<file path="config.mk">
export PLATFORM = sky130hd
export DESIGN_NAME = alu_sequencer_flat
export DESIGN_NICKNAME = d
export VERILOG_FILES = /design/src/rtl/alu_sequencer_if.sv /design/src/rtl/alu_sequencer.sv /design/src/flat_wrapper.sv
export SDC_FILE = /design/constraint.sdc
export NUM_CORES = 1
export LEC_CHECK = 0
export ABC_AREA = 1
export ABC_CLOCK_PERIOD_IN_PS = 2300
export CORE_MARGIN = 5
export CORE_UTILIZATION = 43
export CTS_BUF_LIST = sky130_fd_sc_hd__clkbuf_4
export CTS_CLUSTER_DIAMETER = 150
export DETAILED_ROUTE_END_ITERATION = 16
export GPL_TIMING_DRIVEN = 0
export PLACE_DENSITY = 0.86
export SLEW_MARGIN = 25
export SYNTH_ARGS = -nofsm -noshare
export SYNTH_HDL_FRONTEND = slang
export SYNTH_SLANG_ARGS = --single-unit
</file>
<file path="constraint.sdc">
create_clock -name clk -period 2.3 [get_ports clk]
set_input_delay 0.23 -clock clk [delete_from_list [all_inputs] [get_ports clk]]
set_output_delay 0.23 -clock clk [all_outputs]
set_load 0.005 [all_outputs]
</file>
<file path="src/rtl/alu_sequencer_if.sv">
// Request, ALU drive and response bundle for alu_sequencer.
// slave: the sequencer side; master: the requester / ALU / response-sink side.
interface alu_sequencer_if;
  localparam int unsigned DATA_W = 16;
  localparam int unsigned OP_W   = 4;

  logic              req_valid;
  logic              req_ready;
  logic [OP_W-1:0]   req_op;
  logic [DATA_W-1:0] req_a;
  logic [DATA_W-1:0] req_b;
  logic              req_carry;

  logic [DATA_W-1:0] alu_in_1;
  logic [DATA_W-1:0] alu_in_2;
  logic [OP_W-1:0]   alu_select;
  logic              alu_carry_in;
  logic              alu_enable;
  logic [DATA_W-1:0] alu_data;
  logic              alu_carry;
  logic              alu_zero;

  logic              rsp_valid;
  logic              rsp_ready;
  logic [DATA_W-1:0] rsp_result;
  logic              rsp_carry;
  logic              rsp_zero;
  logic              rsp_err;

  logic              flag_carry;
  logic              flag_zero;

  modport slave (
    input  req_valid, req_op, req_a, req_b, req_carry,
    input  alu_data, alu_carry, alu_zero,
    input  rsp_ready,
    output req_ready,
    output alu_in_1, alu_in_2, alu_select, alu_carry_in, alu_enable,
    output rsp_valid, rsp_result, rsp_carry, rsp_zero, rsp_err,
    output flag_carry, flag_zero
  );

  modport master (
    output req_valid, req_op, req_a, req_b, req_carry,
    output alu_data, alu_carry, alu_zero,
    output rsp_ready,
    input  req_ready,
    input  alu_in_1, alu_in_2, alu_select, alu_carry_in, alu_enable,
    input  rsp_valid, rsp_result, rsp_carry, rsp_zero, rsp_err,
    input  flag_carry, flag_zero
  );
endinterface

</file>
<file path="src/rtl/alu_sequencer.sv">
// Sequences one ALU operation per request: IDLE -> SETUP -> EXEC (SETTLE_CYCLES) -> RESP.
// Optional feature: define ALU_CARRY_CHAIN_EN to feed op 0 carry-in from flag_carry.
module alu_sequencer #(
  parameter int unsigned SETTLE_CYCLES = 1
) (
  input  logic           clk,
  input  logic           reset,
  alu_sequencer_if.slave bus
);

  localparam int unsigned CNT_W = 4;
  localparam logic [1:0] IDLE  = 2'd0;
  localparam logic [1:0] SETUP = 2'd1;
  localparam logic [1:0] EXEC  = 2'd2;
  localparam logic [1:0] RESP  = 2'd3;

  logic [1:0]       state_q;
  logic [1:0]       state_d;
  logic [CNT_W-1:0] cnt_q;
  logic             accept_c;
  logic             capture_c;
  logic             carry_src_c;

  // Next-state and handshake qualifiers.
  always_comb begin
    state_d   = state_q;
    accept_c  = 1'b0;
    capture_c = 1'b0;
    case (state_q)
      IDLE: begin
        if (bus.req_valid && bus.req_ready) begin
          accept_c = 1'b1;
          state_d  = bus.req_op[3] ? RESP : SETUP;
        end
      end
      SETUP: state_d = EXEC;
      EXEC: begin
        if (cnt_q == CNT_W'(SETTLE_CYCLES - 1)) begin
          capture_c = 1'b1;
          state_d   = RESP;
        end
      end
      RESP: begin
        if (bus.rsp_ready) state_d = IDLE;
      end
      default: state_d = IDLE;
    endcase
  end

  // Carry-in source for add: chained from the last result or taken from the request.
`ifdef ALU_CARRY_CHAIN_EN
  assign carry_src_c = bus.flag_carry;
`else
  assign carry_src_c = bus.req_carry;
`endif

  // State register.
  always_ff @(posedge clk or posedge reset) begin
    if (reset) state_q <= IDLE;
    else       state_q <= state_d;
  end

  // EXEC dwell counter; cleared outside EXEC.
  always_ff @(posedge clk or posedge reset) begin
    if (reset)                cnt_q <= '0;
    else if (state_q == EXEC) cnt_q <= cnt_q + CNT_W'(1);
    else                      cnt_q <= '0;
  end

  // Registered handshake and ALU enable, decoded from the next state.
  always_ff @(posedge clk or posedge reset) begin
    if (reset) begin
      bus.req_ready  <= 1'b1;
      bus.rsp_valid  <= 1'b0;
      bus.alu_enable <= 1'b0;
    end else begin
      bus.req_ready  <= (state_d == IDLE);
      bus.rsp_valid  <= (state_d == RESP);
      bus.alu_enable <= (state_d == EXEC);
    end
  end

  // ALU operand latches, loaded on acceptance of a valid op and held through EXEC.
  always_ff @(posedge clk or posedge reset) begin
    if (reset) begin
      bus.alu_in_1     <= '0;
      bus.alu_in_2     <= '0;
      bus.alu_select   <= '0;
      bus.alu_carry_in <= 1'b0;
    end else if (accept_c && !bus.req_op[3]) begin
      bus.alu_in_1     <= bus.req_a;
      bus.alu_in_2     <= (bus.req_op >= 4'd5) ? '0 : bus.req_b;
      bus.alu_select   <= bus.req_op;
      bus.alu_carry_in <= (bus.req_op == 4'd0) ? carry_src_c : 1'b0;
    end
  end

  // Response payload and persistent flags; error responses leave flags untouched.
  always_ff @(posedge clk or posedge reset) begin
    if (reset) begin
      bus.rsp_result <= '0;
      bus.rsp_carry  <= 1'b0;
      bus.rsp_zero   <= 1'b0;
      bus.rsp_err    <= 1'b0;
      bus.flag_carry <= 1'b0;
      bus.flag_zero  <= 1'b0;
    end else if (accept_c && bus.req_op[3]) begin
      bus.rsp_result <= '0;
      bus.rsp_carry  <= 1'b0;
      bus.rsp_zero   <= 1'b0;
      bus.rsp_err    <= 1'b1;
    end else if (capture_c) begin
      bus.rsp_result <= bus.alu_data;
      bus.rsp_carry  <= bus.alu_carry;
      bus.rsp_zero   <= bus.alu_zero;
      bus.rsp_err    <= 1'b0;
      bus.flag_carry <= bus.alu_carry;
      bus.flag_zero  <= bus.alu_zero;
    end
  end

endmodule

</file>
<file path="src/flat_wrapper.sv">
// flat-port wrapper written by rule: the top's interface ports become plain ports
module alu_sequencer_flat 
#(
  parameter int unsigned SETTLE_CYCLES = 1
)
  (clk, reset, bus_req_valid, bus_req_op, bus_req_a, bus_req_b, bus_req_carry, bus_alu_data, bus_alu_carry, bus_alu_zero, bus_rsp_ready, bus_req_ready, bus_alu_in_1, bus_alu_in_2, bus_alu_select, bus_alu_carry_in, bus_alu_enable, bus_rsp_valid, bus_rsp_result, bus_rsp_carry, bus_rsp_zero, bus_rsp_err, bus_flag_carry, bus_flag_zero);
  alu_sequencer_if bus_i ();
  input  logic clk;
  input  logic reset;
  input wire logic [$bits(bus_i.req_valid)-1:0] bus_req_valid;
  input wire logic [$bits(bus_i.req_op)-1:0] bus_req_op;
  input wire logic [$bits(bus_i.req_a)-1:0] bus_req_a;
  input wire logic [$bits(bus_i.req_b)-1:0] bus_req_b;
  input wire logic [$bits(bus_i.req_carry)-1:0] bus_req_carry;
  input wire logic [$bits(bus_i.alu_data)-1:0] bus_alu_data;
  input wire logic [$bits(bus_i.alu_carry)-1:0] bus_alu_carry;
  input wire logic [$bits(bus_i.alu_zero)-1:0] bus_alu_zero;
  input wire logic [$bits(bus_i.rsp_ready)-1:0] bus_rsp_ready;
  output wire logic [$bits(bus_i.req_ready)-1:0] bus_req_ready;
  output wire logic [$bits(bus_i.alu_in_1)-1:0] bus_alu_in_1;
  output wire logic [$bits(bus_i.alu_in_2)-1:0] bus_alu_in_2;
  output wire logic [$bits(bus_i.alu_select)-1:0] bus_alu_select;
  output wire logic [$bits(bus_i.alu_carry_in)-1:0] bus_alu_carry_in;
  output wire logic [$bits(bus_i.alu_enable)-1:0] bus_alu_enable;
  output wire logic [$bits(bus_i.rsp_valid)-1:0] bus_rsp_valid;
  output wire logic [$bits(bus_i.rsp_result)-1:0] bus_rsp_result;
  output wire logic [$bits(bus_i.rsp_carry)-1:0] bus_rsp_carry;
  output wire logic [$bits(bus_i.rsp_zero)-1:0] bus_rsp_zero;
  output wire logic [$bits(bus_i.rsp_err)-1:0] bus_rsp_err;
  output wire logic [$bits(bus_i.flag_carry)-1:0] bus_flag_carry;
  output wire logic [$bits(bus_i.flag_zero)-1:0] bus_flag_zero;
  assign bus_i.req_valid = bus_req_valid;
  assign bus_i.req_op = bus_req_op;
  assign bus_i.req_a = bus_req_a;
  assign bus_i.req_b = bus_req_b;
  assign bus_i.req_carry = bus_req_carry;
  assign bus_i.alu_data = bus_alu_data;
  assign bus_i.alu_carry = bus_alu_carry;
  assign bus_i.alu_zero = bus_alu_zero;
  assign bus_i.rsp_ready = bus_rsp_ready;
  assign bus_req_ready = bus_i.req_ready;
  assign bus_alu_in_1 = bus_i.alu_in_1;
  assign bus_alu_in_2 = bus_i.alu_in_2;
  assign bus_alu_select = bus_i.alu_select;
  assign bus_alu_carry_in = bus_i.alu_carry_in;
  assign bus_alu_enable = bus_i.alu_enable;
  assign bus_rsp_valid = bus_i.rsp_valid;
  assign bus_rsp_result = bus_i.rsp_result;
  assign bus_rsp_carry = bus_i.rsp_carry;
  assign bus_rsp_zero = bus_i.rsp_zero;
  assign bus_rsp_err = bus_i.rsp_err;
  assign bus_flag_carry = bus_i.flag_carry;
  assign bus_flag_zero = bus_i.flag_zero;
  alu_sequencer #(.SETTLE_CYCLES(SETTLE_CYCLES)) u_core (.clk(clk), .reset(reset), .bus(bus_i));
endmodule
</file>
* After elaboration in Yosys (flattened, before gate mapping) *
Index checks and enable logic that the tools add are counted.

word-level totals
  input bits = 59
  logic and storage cells = 53
  flip-flop bits (word level) = 67
  output and inout port bits = 61

operators by class
  add/subtract/negate cells = 1
  multiplexer cells = 20
  eq/ne operators = 5
  reductions and logical operators = 10
  $lt $le $gt $ge = 1
  bitwise operators = 1

operator list
  cell                 count
  $mux 16              3
  $mux 1               11
  $eq 2x2->1 const B   4
  $logic_not 4->1      2
  $mux 2               4
  $pmux 2 s4           1
  $add 4x1->4 const B  1
  $ge 4x3->1 const B   1
  $logic_not 2->1      2
  $mux 4               1
  $logic_and 1x1->1    3
  $eq 2x1->1 const B   1
  $reduce_and 2->1     1
  $reduce_bool 2->1    1
  $logic_not 1->1      1
  $not 1->1            1

* Longest topological paths before layout *
Gate-level depths: netlist (run 1).

  word-level depth = 6
  depth in mapped cells = 8

* Least setup slack after synthesis (run 1) *
OpenSTA, ideal clock, no wires.

  kind = flip-flop to flip-flop
  from = register u_core.bus.req_ready
  to = register u_core.bus.alu_in_1[10]
  period minus slack after synthesis = 1.238 ns
  data arrival time = 1.122 ns
  library setup time = 0.116 ns
  slack = 1.062 ns
  stages on the path, launching flop included = 8
  path buffers = 2
  cells stage by stage = dfstp_2 -> nand2_1 -> inv_1 -> nand3_1 -> buf_6 -> buf_4 -> nand2_1 -> nand2_1

on the way
  longest elaborated chain between the ends = 4

ends and longest elaborated chain
  element                 line                    RTL
  start, declared         alu_sequencer_if.sv:37  output req_ready,
  start signal, assigned  alu_sequencer.sv:77     bus.req_ready <= (state_d == IDLE);
  $logic_and 1x1->1       alu_sequencer.sv:31     if (bus.req_valid && bus.req_ready) begin
  $mux 1                  alu_sequencer.sv:31
  $mux 1                  alu_sequencer.sv:29     case (state_q)
  $logic_and 1x1->1       alu_sequencer.sv:90     end else if (accept_c && !bus.req_op[3]) begin
  end signal, assigned    alu_sequencer.sv:91     bus.alu_in_1 <= bus.req_a;
  end, declared           alu_sequencer_if.sv:38  output alu_in_1, alu_in_2, alu_select, alu_carry_in, alu_enable,

Every way passes these cells.
A chain may end at the register's enable or synchronous reset.

* Final worst setup path (run 1) *
  from = register u_core.bus.req_ready
  to = output bus_req_ready

RTL lines
  element        line                RTL
  end, declared  flat_wrapper.sv:19  output wire logic [$bits(bus_i.req_ready)-1:0] bus_req_ready;

No word-level cell between the ends.

==> flow_summary.yaml, run 1 <==
route:
  viasPerCell: 4.73
  drt_pass1_iterations: 4
  drtAntennaViolNets: 0
  drc_errors: 0
  wl_um: 7090
  vias: 2385
  wl_per_cell_um: 14.1
  drt_iter0_markers: 102
placed_design:
  post-place-cells: 491
  gp_congestion: 0.775
  place.detailed.hpwl_um: 5270
  port_buffers: 119
  place_ws_ns: 0.671
  placed_area_um2: 4000
clock_network:
  cts_max_path_buffers: 2
  cts_tree: "built"
  post-cts-setup-buffer-count: 0
  path_clk_slew_ns: 0.10
  cts_resized: 0
  root_buffer: "clkbuf_4"
  htree_levels: 3
  cts_buffers: 9
  cts_hold_buffers: 0
  cts_sinks: 67
  clock_latency_ns: 0.39
synthesis:
  ys_seq_elements: 67
  synth.area.mux_share_pct: 0
  synth_top_family_by_area: "simple AND/OR/NAND/NOR gates"
  synth_simple_gate_area_share_pct: 26.6
  ys_types: 21
  async_flop_share_pct: 100
  synthesis.nets: 357
  synthAdderAreaFrac_pct: 0.929
  ys_warn_count: 0
  synth_ff_type: "dfrtp_1"
  syn_inst: 296
  syn_area_um2: 2700
  synth-edff-count: 0
  synth_compound_area_share_pct: 3.81
  synth_xor_area_share_pct: 0.650
  ys_seq_area_share_pct: 62.3
  syn_area_per_cell_um2: 9.11
global_route:
  grt_overflow: 0
  grtUsageTotal_pct: 18.6
  grt_antenna_before_repair: 0
  grt_max_degree: 44
  grt_pass1_wl_um: 11200
  grt_pass1_vias: 2437
cells_and_area:
  final_cell_mix: "nand2_1 (138), clkdlybuf4s50_1 (119), dfrtp_1 (66), nand3_1 (25), o21ai_0 (14)"
  drive_above_1_share_pct: 7.69
  final_cell_area_um2: 4100
  multi_input_area_um2: 863
  fin_util_pct: 68.4
  antennaDiodeCount: 0
  nNetsFinal: 488
  syn_to_final_growth_pct: 52.0
  fillers: 471
  final_common_cell: "nand2_1"
  layout.cells.non_filler: 504
  regArea_um2: 1680
floorplanning:
  pin_count: 120
  coreArea_um2: 5990
  rows: 28
  die_area_um2: 7950
  die_x_um: 89.2
  die_y_um: 89.2
  initial_core_util_pct: 45.0
timing:
  fin_crit_sh_pct: 72.7
  hold_ws_ns: 0.154
  finalSetupViolCount: 0
  fin_crit_ns: 1.67
  relSlewSlack_pct: 75.5
  hold_viol: 0
  skew_ns: 0.00728
  drv_slew: 0
  rsz0062_at_grt: "false"
  worst-slew-pin-transition_ns: 0.367
  setup_ws_ns: 0.627
  fmax_mhz: 598
power:
  p_leak_nw: 2.02
  p_per_area_nw_per_um2: 1090
  vdd_drop_max_uv: 630
setup_path:
  crit_path_start_kind: "register"
  rrSetupSlack_ns: 0.91
  endpoint_kind: "primary output"
  path_cells: "clkdlybuf4s50_1"
  worstSetupPathType: "reg -> out"
  cp_num_buf_inv: 1
  crit_family: "flip-flops"
  rr_worst_depth: 7
  reg2reg_to: "u_core.bus.rsp_result[8]"
  cpMaxStageDelayCell: "dfstp_2"
  crit_required_ns: 2.07
  r2r_start: "u_core.cnt_q[0]"
  max_stage_delay_ns: 0.54
  critical_path_depth: 1
  critPathMaxFanout: 2
  critPathArrivalTime_ns: 1.44
outcome:
  outcome: "finished, final reports clean"
flow_run:
  drv_cap: 0
min_path:
  hold_path_class: "in -> async"
worst max-delay path by stage:
| stage | start | to | slack [ns] |
|---|---|---|---|
| 4_1_cts | u_core.bus.req_ready | bus_req_ready | 0.61 |
| 3_3_place_gp | reset | u_core.bus.rsp_result[12] | -0.70 |
| 5_1_grt | u_core.bus.req_ready | bus_req_ready | 0.59 |
| 6_report | u_core.bus.req_ready | bus_req_ready | 0.63 |
| 3_5_place_dp | bus_req_op[1] | u_core.bus.alu_in_2[5] | 0.67 |
| 2_1_floorplan | reset | u_core.bus.alu_carry_in | 0.39 |
cells in the mapped netlist (2+ instances only):
master / n / share of area [%]
dfrtp_1: 66 / 61
nor2_1: 12 / 1.7
o21ai_0: 14 / 2.6
ha_1: 2 / 0.93
buf_4: 3 / 0.84
nand3_1: 25 / 4.6
buf_6: 4 / 1.7
o21ai_1: 3 / 0.56
inv_1: 13 / 1.8
buf_2: 5 / 0.93
nand2_1: 138 / 19
o21ai_2: 2 / 0.65
cell type report:
| type | instances | area share [%] |
|---|---|---|
| sequential | 67 | 41.0 |
| timing repair buffer | 120 | 29.6 |
| multi-input combinational | 202 | 21.1 |
| buffer | 13 | 2.35 |
| tap | 75 | 2.29 |
| clock buffer | 12 | 2.20 |
| inverter | 14 | 1.47 |
| clock inverter | 1 | 0.0916 |
metrics by stage:
stage	TNS, ns	total power [mW]
after floorplan	0	2.69
after CTS	0	4.50
after global routing	0	4.83
after global placement	-46.37	3.80
after detailed placement	0	3.89
final	0	4.45
flip-flops by register name, indices dropped and copies added, names as in the netlist, 2 cells and up:
signal                 cells
u_core.bus.alu_select      4
u_core.state_q             2
u_core.bus.alu_in_2       16
u_core.bus.alu_in_1       16
u_core.bus.rsp_result     16
u_core.cnt_q               4
cell families (layout without fill, tap and decap cells):
| group | after synthesis | in the layout |
|---|---|---|
| and+or+nand+nor | 179 | 179 |
| DFF | 67 | 67 |
| buffers and inverters | 27 | 160 |
| AOI/OAI and AO/OA | 19 | 19 |
| adders and majority gates | 2 | 2 |
| xor gates and xnor gates | 2 | 2 |
metal layers:
layer  global-route usage [%]  vias up  part of all wire, %
li1                         -     1182                    -
met3                     5.35        6                  9.8
met4                     7.31        0                 0.71
met5                        0        -                    0
met1                     23.8     1102                   42
met2                     29.8       95                   48
where the power goes:
| group | internal [mW] | switching, mW |
|---|---|---|
| registers | 1.64 | 0.269 |
| logic | 1.11 | 0.821 |
| clock network | 0.239 | 0.364 |
Power figures use the tool's default switching activity.
==> run 2, diff against run 1 <==
- ABC_CLOCK_PERIOD_IN_PS: 2300 -> 1700
- clock period: 2.3 -> 1.7 ns (I/O delays scaled with it)
==> run 2 against run 1 <==
Net effect:
- via count is 0.38% higher
- combinational power is 36% higher
- power is 49% higher
- hold slack worse by 0.022 ns
- clock power is 140% higher
- largest cell class unchanged
==> flow_summary.yaml, run 2 (synthesis gave the netlist of run 1 again) <==
global_route:
  grt_overflow: 0
  grtUsageTotal_pct: 18.5
  grt_pass1_wl_um: 11300
  grt_pass1_vias: 2497
  grt_antenna_before_repair: 0
  grt_max_degree: 30
setup_path:
  max_stage_delay_ns: 0.54
  worstSetupPathType: "reg -> out"
  crit_required_ns: 1.53
  crit_path_start_kind: "register"
  path_cells: "clkdlybuf4s50_1"
  endpoint_kind: "primary output"
  cpMaxStageDelayCell: "dfstp_2"
  crit_family: "flip-flops"
  cp_num_buf_inv: 1
  critPathMaxFanout: 2
  critPathArrivalTime_ns: 1.46
floorplanning:
  pin_count: 120
  die_y_um: 89.2
  coreArea_um2: 5990
  initial_core_util_pct: 45.0
  die_area_um2: 7950
  die_x_um: 89.2
  rows: 28
cells_and_area:
  reg_top3: "u_core.bus.alu_in_1 x16, u_core.bus.alu_in_2 x16, u_core.bus.rsp_result x16"
  drive_above_1_share_pct: 8.55
  antennaDiodeCount: 0
  final_cell_mix: "nand2_1 (138), clkdlybuf4s50_1 (119), dfrtp_1 (66), nand3_1 (25), o21ai_0 (14)"
  syn_to_final_growth_pct: 57.3
  final_common_cell: "nand2_1"
  fin_util_pct: 70.8
  nNetsFinal: 489
  fillers: 462
clock_network:
  cts_hold_buffers: 0
  htree_levels: 3
  clock_latency_ns: 0.41
  post-cts-setup-buffer-count: 0
  cts_buffers: 9
  root_buffer: "clkbuf_4"
  path_clk_slew_ns: 0.12
  cts_tree: "built"
  cts_resized: 0
  cts_sinks: 67
  cts_max_path_buffers: 2
route:
  drc_errors: 0
  wl_um: 6860
  drt_pass1_iterations: 5
  wl_per_cell_um: 13.5
  vias: 2394
  drt_iter0_markers: 78
  drtAntennaViolNets: 0
  viasPerCell: 4.71
timing:
  worst-slew-pin-transition_ns: 0.506
  setup_ws_ns: 0.0715
  fin_crit_ns: 1.63
  skew_ns: 0.0160
  rsz0062_at_grt: "false"
  hold_viol: 0
  relSlewSlack_pct: 66.2
  drv_slew: 0
  fmax_mhz: 614
  hold_ws_ns: 0.132
  fin_crit_sh_pct: 95.8
  finalSetupViolCount: 0
flow_run:
  drv_cap: 0
outcome:
  outcome: "finished, final reports clean"
min_path:
  hold_path_class: "in -> async"
power:
  vdd_drop_max_uv: 929
  p_per_area_nw_per_um2: 1570
  p_leak_nw: 2.07
placed_design:
  place_ws_ns: 0.148
  port_buffers: 119
  place.detailed.hpwl_um: 5230
  gp_congestion: 0.798
==> run 2: through the flow <==
step / TNS, ns / total power [mW] / area, um^2 / std cells
6_report: 0 / 6.65 / 4240 / 508
5_1_grt: 0 / 7.18 / 4240 / 508
4_1_cts: 0 / 6.74 / 4240 / 508
3_5_place_dp: 0 / 5.24 / 4030 / 492
3_3_place_gp: -1.87 / 5.14 / 3980 / 490
2_1_floorplan: 0 / 3.64 / 2700 / 296
==> run 2: final timing paths <==
check,cells past startpoint,from,end,slack [ns]
hold / removal,2,reset,u_core.bus.alu_in_1[2],0.13
max in group asynchronous,3,reset,u_core.bus.req_ready,1.03
setup reg to reg,7,u_core.cnt_q[0],u_core.bus.rsp_result[5],0.35
min in group clk,3,bus_alu_data[15],u_core.bus.rsp_result[15],0.29
setup / recovery,1,u_core.bus.req_ready,bus_req_ready,0.07
hold reg to reg,2,u_core.bus.alu_select[3],u_core.bus.alu_select[3],0.48
==> run 2: worst register-to-register path, stage by stage, from the launching register on <==
cell	delay, ns
dfrtp_1	0.42
inv_1	0.07
ha_1	0.15
nand2_1	0.08
nor2_4	0.23
buf_4	0.21
nand2_1	0.06
nand2_1	0.06
==> run 2: report_power, final <==
group | total (mW) | internal (mW) | leakage, nW | switching [mW]
logic | 2.62 | 1.51 | 1.10 | 1.10
registers | 2.57 | 2.22 | 0.867 | 0.353
clock network | 1.46 | 0.890 | 0.104 | 0.568
total | 6.65 | 4.62 | 2.07 | 2.03
==> run 2: area by class of cell <==
class / count / area [um^2] / share of cell area (%)
inverters: 14 / 61.3 / 1.45
well taps: 75 / 93.8 / 2.21
plain buffers: 13 / 96.3 / 2.27
clock inverters: 7 / 140 / 3.31
flip-flops and latches: 67 / 1680 / 39.6
clock buffers: 9 / 67.6 / 1.59
multi-input cells: 202 / 863 / 20.4
repair buffers: 121 / 1240 / 29.2
==> run 2: per-layer routing <==
metal	vias up	GRT usage [%]	wire, um
met5	-	0	0
met4	0	7.71	121
met3	11	5.53	700
met2	92	30.6	3190
met1	1101	22.4	2850
li1	1190	-	-
==> run 3, diff against run 2 <==
- SKIP_LAST_GASP: default -> 1
==> results of run 3 <==
No change in the layout: final DEF, timing and power equal those of run 2.
==> variant (config.mk and constraints of run 2) <==
`DATA_W` of `alu_sequencer_if`: 16 -> 18.
--- a/src/rtl/alu_sequencer_if.sv
+++ b/src/rtl/alu_sequencer_if.sv
@@ -3,3 +3,3 @@
 interface alu_sequencer_if;
-  localparam int unsigned DATA_W = 16;
+  localparam int unsigned DATA_W = 18;
   localparam int unsigned OP_W   = 4;
Interface: changed (6 resized); port bits go from 120 to 132. The function was not compared with the original's and may differ.
==> variant against run 2 <==
Hold slack got worse by 13 ps. Total power rose by 3.0%. Synthesized area rose by 7.5%. Clock skew fell by 2.3 ps. Design area rose by 7.3%. Utilization fell by 2.7 points. Wire length rose by 17%. Sequential power rose by 11%. Sequential cell count rose by 6. Setup slack improved by 130 ps. Synthesized cell count rose by 9.1%.
==> variant: results (changes against run 2) <==
| Metric | Value |
|---|---|
| H-Tree Depth | 3 (unchanged) |
| Post-CTS Setup Bufs | 0 (unchanged) |
| Worst VDD drop | 0.000948 V (was 0.000929 V) |
| Routed WL per cell | 14.5 um (was 13.5 um) |
| Global routing usage on met3 | 8.12% (was 5.53%) |
| Largest net degree at the start of global routing | 22 (was 30) |
| DP Area | 0.00440 mm^2 (was 0.00403 mm^2) |
| CP arrival | 1330 ps (was 1460 ps) |
| Rel. slew slack | 69.8% (was 66.2%) |
| Post-placement cell count | 537 (was 492) |
| Ys Warns | 0 (unchanged) |
| Latest clock arrival within the worst-skew pair | 400 ps |
| GR Util met2 | 33.4% (was 30.6%) |
| Antenna violations before repair | 0 (unchanged) |
| Max cap viols | 0 (unchanged) |
| Delay-heaviest family, CP | buffers and inverters (was flip-flops) |
| CP max-delay cell | clkdlybuf4s50_1 (was dfstp_2) |
| CTS Buf Count | 9 (unchanged) |
| Net Count, Synth | 390 (was 357) |
| First-pass DRT Iterations | 4 (was 5) |
| Fill cells | 533 (was 462) |
| Root Buffer | clkbuf_4 (unchanged) |
| Hold slack | 120 ps (was 132 ps) |
| Top cells by count, synth | nand2_1, dfrtp_1, nand3_1, inv_1, nor2_1 (was nand2_1, dfrtp_1, nand3_1, o21ai_0, inv_1) |
| Vias in the first global route | 2764 (was 2497) |
| R2R Path Start | u_core.bus.req_ready (was u_core.cnt_q[0]) |
| Routability Congestion | 0.750 (was 0.798) |
| Setup Skew | 13.7 ps (was 16.0 ps) |
| Final min period | 1500 ps (was 1630 ps) |
| Clock Pin Slew Worst Setup and Hold Paths | 120 ps (about the same) |
| CP Launch Point | u_core.bus.rsp_result[17] (was u_core.bus.req_ready) |
| Post-DP HPWL | 6270 um (was 5230 um) |
| First-pass GRT wire length | 13100 um (was 11300 um) |
| Hold Crit Class | in2async (unchanged) |
| Ys async rst share | 100% (unchanged) |
| Nets@finish | 535 (was 489) |
| Synth top area cells | dfrtp_1, nand2_1, nand3_1, buf_2, inv_1 (was dfrtp_1, nand2_1, nand3_1, o21ai_0, inv_1) |
| Share of cells above drive strength 1 | 8.25% (was 8.55%) |
| Total number of vias | 2665 (was 2394) |
| Final WL | 8010 um (was 6860 um) |
| Met1 Usage GRT | 22.0% (was 22.4%) |
| Total track usage | 19.6% (was 18.5%) |
| Number of port buffers | 131 (was 119) |
| Top flop regs | u_core.bus.alu_in_1 x18, u_core.bus.alu_in_2 x18, u_core.bus.rsp_result x18 (was u_core.bus.alu_in_1 x16, u_core.bus.alu_in_2 x16, u_core.bus.rsp_result x16) |
| Max FO, Critical Path | 2 (unchanged) |
| Post-synthesis sequential area ratio | 63.1% (was 62.3%) |
| Crit path largest cell delay | 550 ps |
| Cells after synthesis | 323 (was 296) |
| Leak | 0.00231 uW (was 0.00207 uW) |
| Clock buffer depth | 2 (unchanged) |
| Status | completed (unchanged) |
| DR iter-0 viols | 61 (was 78) |
| Cell variety after synth | 17 (was 21) |
| N_diodes | 0 (unchanged) |
| Setup Slack @ Placement | 177 ps (was 148 ps) |
| Worst reg-to-reg setup slack | 290 ps (was 350 ps) |
==> variant: cell types whose count changed in the layout (fill, tap and decap cells not counted), moves of 2 or more <==
cell and delta:
buf_16 +2, buf_2 +7, buf_6 -3, bufinv_16 -2, clkdlybuf4s50_1 +11, clkinv_2 +2
dfrtp_1 +6, nand2_1 +15, nand3_1 +20, o21ai_0 -13, o21ai_1 -3, o21ai_2 -2
==> variant: cell families (layout without fill, tap and decap cells) <==
kind of cell / count (synthesis) / after routing / share of synthesized area [%]
simple gates: 217 / 217 / 30.6
flops: 73 / 73 / 63.1
buf+inv: 28 / 178 / 4.66
fa+ha+maj: 2 / 2 / 0.863
xor+xnor: 2 / 2 / 0.605
compound gates: 1 / 1 / 0.173
==> variant: path summary, 6_finish.rpt <==
kind | endpoint | cells after the start
worst max-delay path | bus_rsp_result[17] | 1
worst min-delay path | u_core.bus.alu_in_1[10] | 2
worst max register to register | u_core.bus.alu_in_1[3] | 8
worst min register to register | u_core.bus.alu_carry_in | 2
max in group asynchronous | u_core.bus.rsp_result[9] | 5
min in group clk | u_core.bus.rsp_result[6] | 3
==> variant: per-layer routing <==
layer | wire, um | share of wire (%)
met1 | 3150 | 39
met2 | 3920 | 49
met3 | 868 | 11
met4 | 72 | 0.90
met5 | 0 | 0
==> variant: repair_timing <==
item                                    4_1_cts  5_1_grt
endpoints found under the setup margin        0        1
resized for setup                             0        1
endpoints found under the hold margin         0        0
==> variant: power breakdown <==
part           leakage [uW]  total [uW]  switching [uW]  internal [uW]
sequential         0.000945        2840             415           2420
clock             0.0000808        1170             586            582
combinational       0.00128        2840            1200           1640
total               0.00231        6850            2210           4640
==> variant: through the flow <==
stage	TNS, ps	util (%)
after floorplan	0	-
after global placement	-9740	64.6
after detailed placement	0	65.8
after CTS	0	68.1
after global routing	0	68.1
final	0	68.1
==> variant: area by class of cell <==
class / instances / area share, %
Buffer: 15 / 1.90
Clock buffer: 9 / 1.48
Clock inverter: 7 / 1.87
Inverter: 13 / 1.15
Multi-Input combinational cell: 222 / 20.5
Sequential cell: 73 / 40.2
Tap cell: 80 / 2.20
Timing Repair Buffer: 134 / 30.7
